**src/rtl/muldiv_unit.sv**
```systemverilog
// muldiv_unit: iterative 32-bit MULT/MULTU/DIV/DIVU unit that owns the HI/LO registers
module muldiv_unit (
  input  logic        clk,
  input  logic        reset,
  input  logic        start,
  input  logic [1:0]  op,
  input  logic [31:0] a,
  input  logic [31:0] b,
  input  logic        mthi,
  input  logic        mtlo,
  input  logic [31:0] wd,
  output logic        busy,
  output logic        done,
  output logic [31:0] hi,
  output logic [31:0] lo
);
  typedef enum logic [1:0] {IDLE, CALC, FIX} state_t;
  state_t state_q, state_d;
  logic [4:0] cnt_q, cnt_d;
  logic [63:0] acc_q, acc_d;
  logic [31:0] m_q, m_d, a_q, a_d, hi_q, hi_d, lo_q, lo_d;
  logic div_q, div_d, sa_q, sa_d, sb_q, sb_d, dz_q, dz_d, done_q, done_d;
  logic sa, sb, ge;
  logic [31:0] amag, bmag, diff, quo, rem;
  logic [32:0] sum;
  logic [63:0] mul_acc, div_acc, prod;
  always_comb begin
    sa = ~op[0] & a[31];
    sb = ~op[0] & b[31];
    amag = sa ? -a : a;
    bmag = sb ? -b : b;
    sum = {1'b0, acc_q[63:32]} + {1'b0, m_q};
    mul_acc = acc_q[0] ? {sum, acc_q[31:1]} : {1'b0, acc_q[63:1]};
    ge = {1'b0, acc_q[63:31]} >= {2'b0, m_q};
    diff = acc_q[62:31] - m_q;
    div_acc = ge ? {diff, acc_q[30:0], 1'b1} : {acc_q[62:0], 1'b0};
    prod = (sa_q ^ sb_q) ? -acc_q : acc_q;
    quo = (sa_q ^ sb_q) ? -acc_q[31:0] : acc_q[31:0];
    rem = sa_q ? -acc_q[63:32] : acc_q[63:32];
    state_d = state_q;
    cnt_d = cnt_q;
    acc_d = acc_q;
    m_d = m_q;
    a_d = a_q;
    div_d = div_q;
    sa_d = sa_q;
    sb_d = sb_q;
    dz_d = dz_q;
    hi_d = hi_q;
    lo_d = lo_q;
    done_d = 1'b0;
    if (state_q == IDLE && start) begin
      state_d = CALC;
      cnt_d = 5'd0;
      div_d = op[1];
      sa_d = sa;
      sb_d = sb;
      a_d = a;
      dz_d = b == 32'd0;
      m_d = op[1] ? bmag : amag;
      acc_d = {32'd0, op[1] ? amag : bmag};
    end
    if (state_q == IDLE && !start) begin
      hi_d = mthi ? wd : hi_q;
      lo_d = mtlo ? wd : lo_q;
    end
    if (state_q == CALC) begin
      acc_d = div_q ? div_acc : mul_acc;
      cnt_d = cnt_q + 5'd1;
      state_d = cnt_q == 5'd31 ? FIX : CALC;
    end
    if (state_q == FIX) begin
      state_d = IDLE;
      done_d = 1'b1;
      hi_d = !div_q ? prod[63:32] : dz_q ? a_q : rem;
      lo_d = !div_q ? prod[31:0] : dz_q ? 32'hFFFF_FFFF : quo;
    end
  end
  always_ff @(posedge clk or posedge reset) begin
    if (reset) begin
      state_q <= IDLE;
      cnt_q <= 5'd0;
      acc_q <= 64'd0;
      m_q <= 32'd0;
      a_q <= 32'd0;
      div_q <= 1'b0;
      sa_q <= 1'b0;
      sb_q <= 1'b0;
      dz_q <= 1'b0;
      hi_q <= 32'd0;
      lo_q <= 32'd0;
      done_q <= 1'b0;
    end else begin
      state_q <= state_d;
      cnt_q <= cnt_d;
      acc_q <= acc_d;
      m_q <= m_d;
      a_q <= a_d;
      div_q <= div_d;
      sa_q <= sa_d;
      sb_q <= sb_d;
      dz_q <= dz_d;
      hi_q <= hi_d;
      lo_q <= lo_d;
      done_q <= done_d;
    end
  end
  assign busy = state_q != IDLE;
  assign done = done_q;
  assign hi = hi_q;
  assign lo = lo_q;
endmodule

```
**config.mk**
```make
export PLATFORM = sky130hd
export DESIGN_NAME = muldiv_unit
export DESIGN_NICKNAME = d
export VERILOG_FILES = /design/src/rtl/muldiv_unit.sv
export SDC_FILE = /design/constraint.sdc
export NUM_CORES = 1
export LEC_CHECK = 0
export ABC_AREA = 1
export BUFFER_PORTS_ARGS = -buffer_cell sky130_fd_sc_hd__buf_2
export CAP_MARGIN = 10
export CORE_AREA = 4 4 209 211
export CTS_CLUSTER_SIZE = 28
export DETAILED_ROUTE_END_ITERATION = 8
export DIE_AREA = 0 0 213 215
export HOLD_SLACK_MARGIN = 0.1
export PLACE_DENSITY_LB_ADDON = 0.05
export SYNTH_ARGS = -nofsm -noshare
export SYNTH_HDL_FRONTEND = slang
export SYNTH_SLANG_ARGS = --single-unit
```
**constraint.sdc**
```tcl
create_clock -name clk -period 6.2 [get_ports clk]
set_clock_uncertainty 0.1 [all_clocks]
set_input_delay 0.62 -clock clk [delete_from_list [all_inputs] [get_ports clk]]
set_output_delay 0.62 -clock clk [all_outputs]
set_load 0.02 [all_outputs]
```
==> impl_metrics.tcl, run 1 <==
set metrics [dict create \
    status "complete, no violations" \
    drcViolationCount 0 \
    powerDensity_nw_per_um2 138.5 \
    hold_buffers 0 \
    ios 169 \
    n_fill_cell 4371 \
    dr.pass1.iters 5 \
    grt_max_degree 71 \
    postPlaceCellArea_um2 21800 \
    area_growth_pct 9.738 \
    ctsHtreeMaxLevel 1 \
    grt_antenna_before_repair 3 \
    coreArea_um2 41760 \
    finalHoldViolations 0 \
    ys_top_cells_by_count "1213 x nand2_1, 474 x inv_1, 356 x nand3_1, 324 x nor2_1, 219 x o21ai_0" \
    crit_required_ps 6500 \
    grt.overflow.total 0 \
    critPathMaxStageDelay_ps 1060 \
    worstSetupStartpointType "flip-flop" \
    port_buffers 168 \
    drive_gt1_share_pct 8.972 \
    seq_area_frac_synth_pct 24.68 \
    fin_area_um2 22700 \
    syn_avg_cell_area_um2 5.796 \
    cts_resized 0 \
    total_power_mw 3.145 \
    cts_tree "yes" \
    yosys-top-cells-area "dfrtp_1 25%, nand2_1 22%, nand3_1 8.6%" \
    nets 3826 \
    cp.arrival_ps 4360 \
    setup_tns_ps 0 \
    hp-class "input port to asynchronous set/reset pin" \
    dieWidth_um 213 \
    postCtsSetupBuffers 0 \
    peakVddDrop_uv 223.4 \
    yosys.area.top_type "dfrtp_1" \
    clkSlewWorstSetupHoldPaths_ps 60 \
    maxCapViolCount 0 \
    cts_buffers 25 \
    synthArstFlopShare_pct 100.0 \
    syn_nets 3747 \
    wirelength_mm 92.35 \
    fp.dieH_um 215 \
    cts_sinks 204 \
    slowest_stage "dfrtp_1" \
    synth-edff-count 0 \
    tightest_slew_ps 1080 \
    wl_per_cell_um 21.95 \
    max_clock_freq_ghz 0.2459 \
    grt_setup_unrepaired "false" \
    period_minus_slack_ps 4066 \
    yosysWarningCount 0 \
    root_buffer "clkbuf_16" \
    synth_top_area_share_pct 24.68 \
    finalSetupViolations 0 \
    initial_utilization_pct 49.54 \
    grt_pass1_vias 22260 \
    viasPerCell 5.865 \
    via_count 24670 \
    critPathMaxFanout 45 \
    cts_buffer_depth 3 \
    ant_nets 0 \
    period_share_pct 65.58 \
    fp-row-count 75 \
    routabilityCongestion 1.084 \
    crit_family "buffers and inverters" \
    max_slew_margin_pct 27.99 \
    worstSetupPathType "flip-flop to flip-flop" \
    grt_pass1_wl_mm 136.6 \
    syn-cell-area_um2 20690 \
    synth_most_common_cell "nand2_1" \
    crit_path_end_kind "flip-flop" \
    clk_latency_ps 550 \
    netlist_instances 3569 \
    crit_buf_inv 3 \
    synth.distinct_cells 53 \
    slew_viol_final 0 \
    grt_use_total_pct 38.83 \
    crit_chain "inv_2 > nand2_1 > nand2_1 > inv_2 > buf_4 > o21ai_0 > xor2_1 > o21ai_0 > o211ai_1" \
    total_leakage_power_nw 11.85 \
    yosys_register_bits 204 \
    hpwl_mm 72.55 \
    dieArea_um2 45800 \
    drt_iter0_markers 3462 \
    synthFlopType "dfrtp_1" \
]
[cell type report]
cell class	count	area (µm²)	share of cell area, %
multi-input combinational	2721	13090	57.66
sequential	204	5109	22.50
inverter	498	1874	8.256
timing repair buffer	198	1106	4.872
clock buffer	33	705.7	3.108
tap	539	674.4	2.971
clock inverter	13	140.1	0.6173
antenna	1	2.502	0.01102
[metal layers]
layer  up-vias  track usage (%)  share of wire [%]
met5         -                0              0.039
met4         2            17.11                5.3
met3       205            10.22                 13
met2      1505            53.58                 40
met1     11390            56.62                 42
li1      11570                -                  -
[placed cells by master, fill, tap and decap left out, types with 3 or more instances in the layout]
| master | synthesis | final |
|---|---|---|
| a21oi_1 | 193 | 193 |
| a22oi_1 | 10 | 10 |
| a31oi_1 | 6 | 6 |
| and2_1 | 4 | 4 |
| buf_2 | 24 | 168 |
| buf_4 | 2 | 28 |
| clkbuf_1 | 97 | 3 |
| clkbuf_16 | 0 | 25 |
| clkbuf_8 | 0 | 5 |
| clkinv_1 | 4 | 4 |
| clkinv_2 | 0 | 5 |
| dfrtp_1 | 204 | 203 |
| ha_1 | 73 | 71 |
| inv_1 | 474 | 471 |
| inv_2 | 20 | 21 |
| inv_6 | 0 | 4 |
| nand2_1 | 1213 | 1212 |
| nand2_2 | 12 | 13 |
| nand3_1 | 356 | 356 |
| nand3b_1 | 14 | 14 |
| nand4_1 | 48 | 48 |
| nor2_1 | 324 | 323 |
| nor2_2 | 18 | 18 |
| nor2_4 | 6 | 7 |
| nor3_1 | 25 | 25 |
| nor4_1 | 3 | 3 |
| o211ai_1 | 51 | 51 |
| o21ai_0 | 219 | 219 |
| o21ai_1 | 25 | 25 |
| o21bai_1 | 10 | 10 |
| o221ai_1 | 13 | 13 |
| or2_2 | 10 | 10 |
| xnor2_1 | 8 | 8 |
| xor2_1 | 55 | 55 |
[worst register-to-register path, delay by kind of cell (launching register included)]
family / cells / cell delay, ps
compound gates: 3 / 470
xor+xnor: 1 / 180
buf+inv: 3 / 1530
flops: 1 / 1060
simple gates: 2 / 580
[worst paths after layout]
kind                                          start               endpoint  cells past startpoint  slack (ps)
worst max-delay path               sa_q$_DFFE_PP0P_     lo[24]$_DFFE_PP0P_                      9        2130
worst min-delay path                          reset  acc_q[37]$_DFFE_PP0P_                      2         140
worst max register to register     sa_q$_DFFE_PP0P_     lo[24]$_DFFE_PP0P_                      9        2130
worst min register to register  a_q[29]$_DFFE_PP0P_    a_q[29]$_DFFE_PP0P_                      2         380
max in group asynchronous                     reset  acc_q[14]$_DFFE_PP0P_                      3        4460
min in group clk                              a[10]    a_q[10]$_DFFE_PP0P_                      3         260
[cell families (layout without fill, tap and decap cells)]
group	Yosys count	count (layout)	synth area share [%]
AOI/OAI and AO/OA	540	540	14.44
xor gates and xnor gates	63	63	2.667
adders and majority gates	75	75	4.609
and+or+nand+nor	2043	2043	41.48
DFF	204	204	24.68
buffers and inverters	644	742	12.12
other	0	1	0
[registers in the layout (all words and copies together) (netlist names)]
register,count
acc_q,64
a_q,32
hi,32
lo,32
m_q,32
cnt_q,5
state_q,2
div_q,1
done,1
dz_q,1
sa_q,1
sb_q,1
[report_power, final]
part | leakage [nW] | switching [mW] | internal, mW
Clock | 0.418 | 0.642 | 0.892
Combinational | 9.29 | 0.206 | 0.0729
Sequential | 2.14 | 0 | 1.33
Total | 11.8 | 0.848 | 2.30
[stage by stage]
stage	hold WS [ps]	setup slack, ps	std cells	util [%]
after detailed placement	366.0	2240	4158	52.20
after floorplan	343.6	2836	3569	-
after CTS	145.2	2216	4204	54.23
after global placement	365.9	2363	4158	52.20
final	144.1	2134	4207	54.36
after global routing	192.2	1917	4206	54.36
(Power assumes the default switching activity.)
==> run 2, diff against run 1 <==
- clock period: 6.2 -> 3.9 ns (I/O delays scaled with it)
==> run 2 against run 1 <==
Compared with the run above: sequential share of layout area fell by 0.40 points; largest cell class unchanged; via count rose by 3.9%; first-iteration DRC count rose by 9.4%; sequential power rose by 59%; largest power group unchanged; worst setup slack got worse by 1600 ps; global-route usage rose by 3.8 points; power rose by 62%; critical path depth rose by 2.
==> impl_metrics.tcl, run 2 (same netlist as run 1, synthesis figures left out) <==
set metrics [dict create \
    peakVddDrop_uv 292.6 \
    final_common_cell "nand2_1" \
    period_share_pct 87.52 \
    powerDensity_nw_per_um2 220.8 \
    grt.overflow.total 0 \
    dieArea_um2 45800 \
    cts_sinks 204 \
    largest_reg_flops 64 \
    combPwrFrac_pct 9.8 \
    cts_resized 0 \
    fin_area_um2 23120 \
    power_frac_clock_pct 48.8 \
    cts_buffer_depth 3 \
    status "complete, no violations" \
    fin_worst_hold_slack_ps 113.4 \
    cp.arrival_ps 3750 \
    slew_viol_final 0 \
    area_growth_pct 11.74 \
    dieWidth_um 213 \
    total_power_mw 5.104 \
    reg2reg_from "acc_q[59]$_DFFE_PP0P_" \
    setup_tns_ps 0 \
    intPower_mw 3.736 \
    period_minus_slack_ps 3413 \
    total_leakage_power_nw 12.02 \
    dr.pass1.iters 7 \
    critPathMaxFanout 34 \
    switching_share_pct 26.80 \
    min_to "lo[6]$_DFFE_PP0P_" \
    n_fill_cell 4264 \
    sequentialPowerShare_pct 41.5 \
    grt_use_total_pct 42.62 \
    grt_max_degree 79 \
    postPlaceCellArea_um2 21920 \
    worstSetupPathType "flip-flop to flip-flop" \
    clk_latency_ps 560 \
    finalHoldViolations 0 \
    postLayoutCoreUtil_pct 55.36 \
    ios 169 \
    fp-row-count 75 \
    tightest_slew_ps 1079 \
    crit_required_ps 4240 \
    grt_pass1_wl_mm 148.9 \
    fp.dieH_um 215 \
    maxCapViolCount 0 \
    via_count 25630 \
    worstHoldStart "wd[6]" \
    drt_iter0_markers 3788 \
    drcViolationCount 0 \
    coreArea_um2 41760 \
    nets 3869 \
    cts_buffers 24 \
    routabilityCongestion 1.101 \
    ant_nets 0 \
    finalSetupViolations 0 \
    hp-class "input port to flip-flop" \
    final_cell_mix "1212 x nand2_1, 471 x inv_1, 356 x nand3_1" \
    grt_antenna_before_repair 3 \
    reg2regPathDepth 11 \
    port_buffers 168 \
    holdPathStages 3 \
    drive_gt1_share_pct 9.032 \
    worstSetupStartpointType "flip-flop" \
    max_clock_freq_ghz 0.2930 \
    hpwl_mm 80.45 \
    crit_path_end_kind "flip-flop" \
    ctsHtreeMaxLevel 1 \
    clkSlewWorstSetupHoldPaths_ps 70 \
    root_buffer "clkbuf_16" \
    p_switching_mw 1.368 \
    wirelength_mm 101.0 \
    reg2reg_slack_ps 490 \
    grt_pass1_vias 23890 \
    wl_per_cell_um 23.76 \
    cts_tree "yes" \
    top_register "acc_q" \
    regToRegEndpoint "acc_q[39]$_DFFE_PP0P_" \
    viasPerCell 6.032 \
    initial_utilization_pct 49.54 \
    max_slew_margin_pct 27.29 \
    grt_setup_unrepaired "false" \
]
-- run 2: metrics by stage --
step | std cells | setup slack, ps
after global routing | 4248 | 330.9
after floorplan | 3569 | 765.7
after CTS | 4248 | 601.8
final | 4250 | 486.8
after detailed placement | 4169 | 607.5
after global placement | 4169 | 661.4
-- run 2: worst max-delay path by stage --
stage | endpoint | cells after the start | slack [ps] | startpoint
after floorplan | a_q[0]$_DFFE_PP0P_ | 1 | 770 | reset
after global placement | acc_q[57]$_DFFE_PP0P_ | 12 | 660 | acc_q[56]$_DFFE_PP0P_
after detailed placement | acc_q[39]$_DFFE_PP0P_ | 11 | 610 | acc_q[59]$_DFFE_PP0P_
after CTS | acc_q[39]$_DFFE_PP0P_ | 11 | 600 | acc_q[59]$_DFFE_PP0P_
after global routing | hi[0]$_DFFE_PP0P_ | 13 | 330 | state_q[1]$_DFFE_PP0P_
final | acc_q[39]$_DFFE_PP0P_ | 11 | 490 | acc_q[59]$_DFFE_PP0P_
-- run 2: repair_timing --
item,in CTS,in global routing
buffers inserted,0,0
endpoints found under the hold margin,44,0
hold buffers,35,0
-- run 2: power groups by stage --
| stage | logic, mW | registers [mW] | clock network, mW |
|---|---|---|---|
| after floorplan | 0.222 | 2.16 | 0 |
| after global placement | 0.453 | 2.16 | 0 |
| after detailed placement | 0.454 | 2.16 | 0 |
| after CTS | 0.481 | 2.12 | 2.47 |
| after global routing | 0.526 | 2.11 | 2.57 |
| final | 0.499 | 2.12 | 2.49 |
-- run 2: layout make-up --
type	instances	area, µm²	area share [%]
multi-input combinational	2721	13090	56.63
sequential	204	5109	22.10
inverter	498	1874	8.108
timing repair buffer	242	1521	6.582
tap	539	674.4	2.917
clock buffer	31	668.1	2.890
clock inverter	13	173.9	0.7524
antenna	2	5.005	0.02165
-- run 2: per-layer routing --
metal  wire length [µm]  GRT usage [%]  part of all wire, %  up-vias
met3              14480          15.33                   14      327
met5                  0              0                    0        -
met1              39100          56.90                   39    11830
met4               5523          17.76                  5.5        0
li1                   -              -                    -    11630
met2              41870          62.44                   41     1848
-- run 2: worst max-delay path, cell delays in order, from the launching register on --
cell	delay, ps
dfrtp_1	810
ha_1	420
a21oi_1	270
nand2_1	110
a21oi_1	170
nand2_1	160
nor2_4	380
nand2_8	260
nor2_8	240
inv_2	120
nor2_1	140
o21ai_1	90
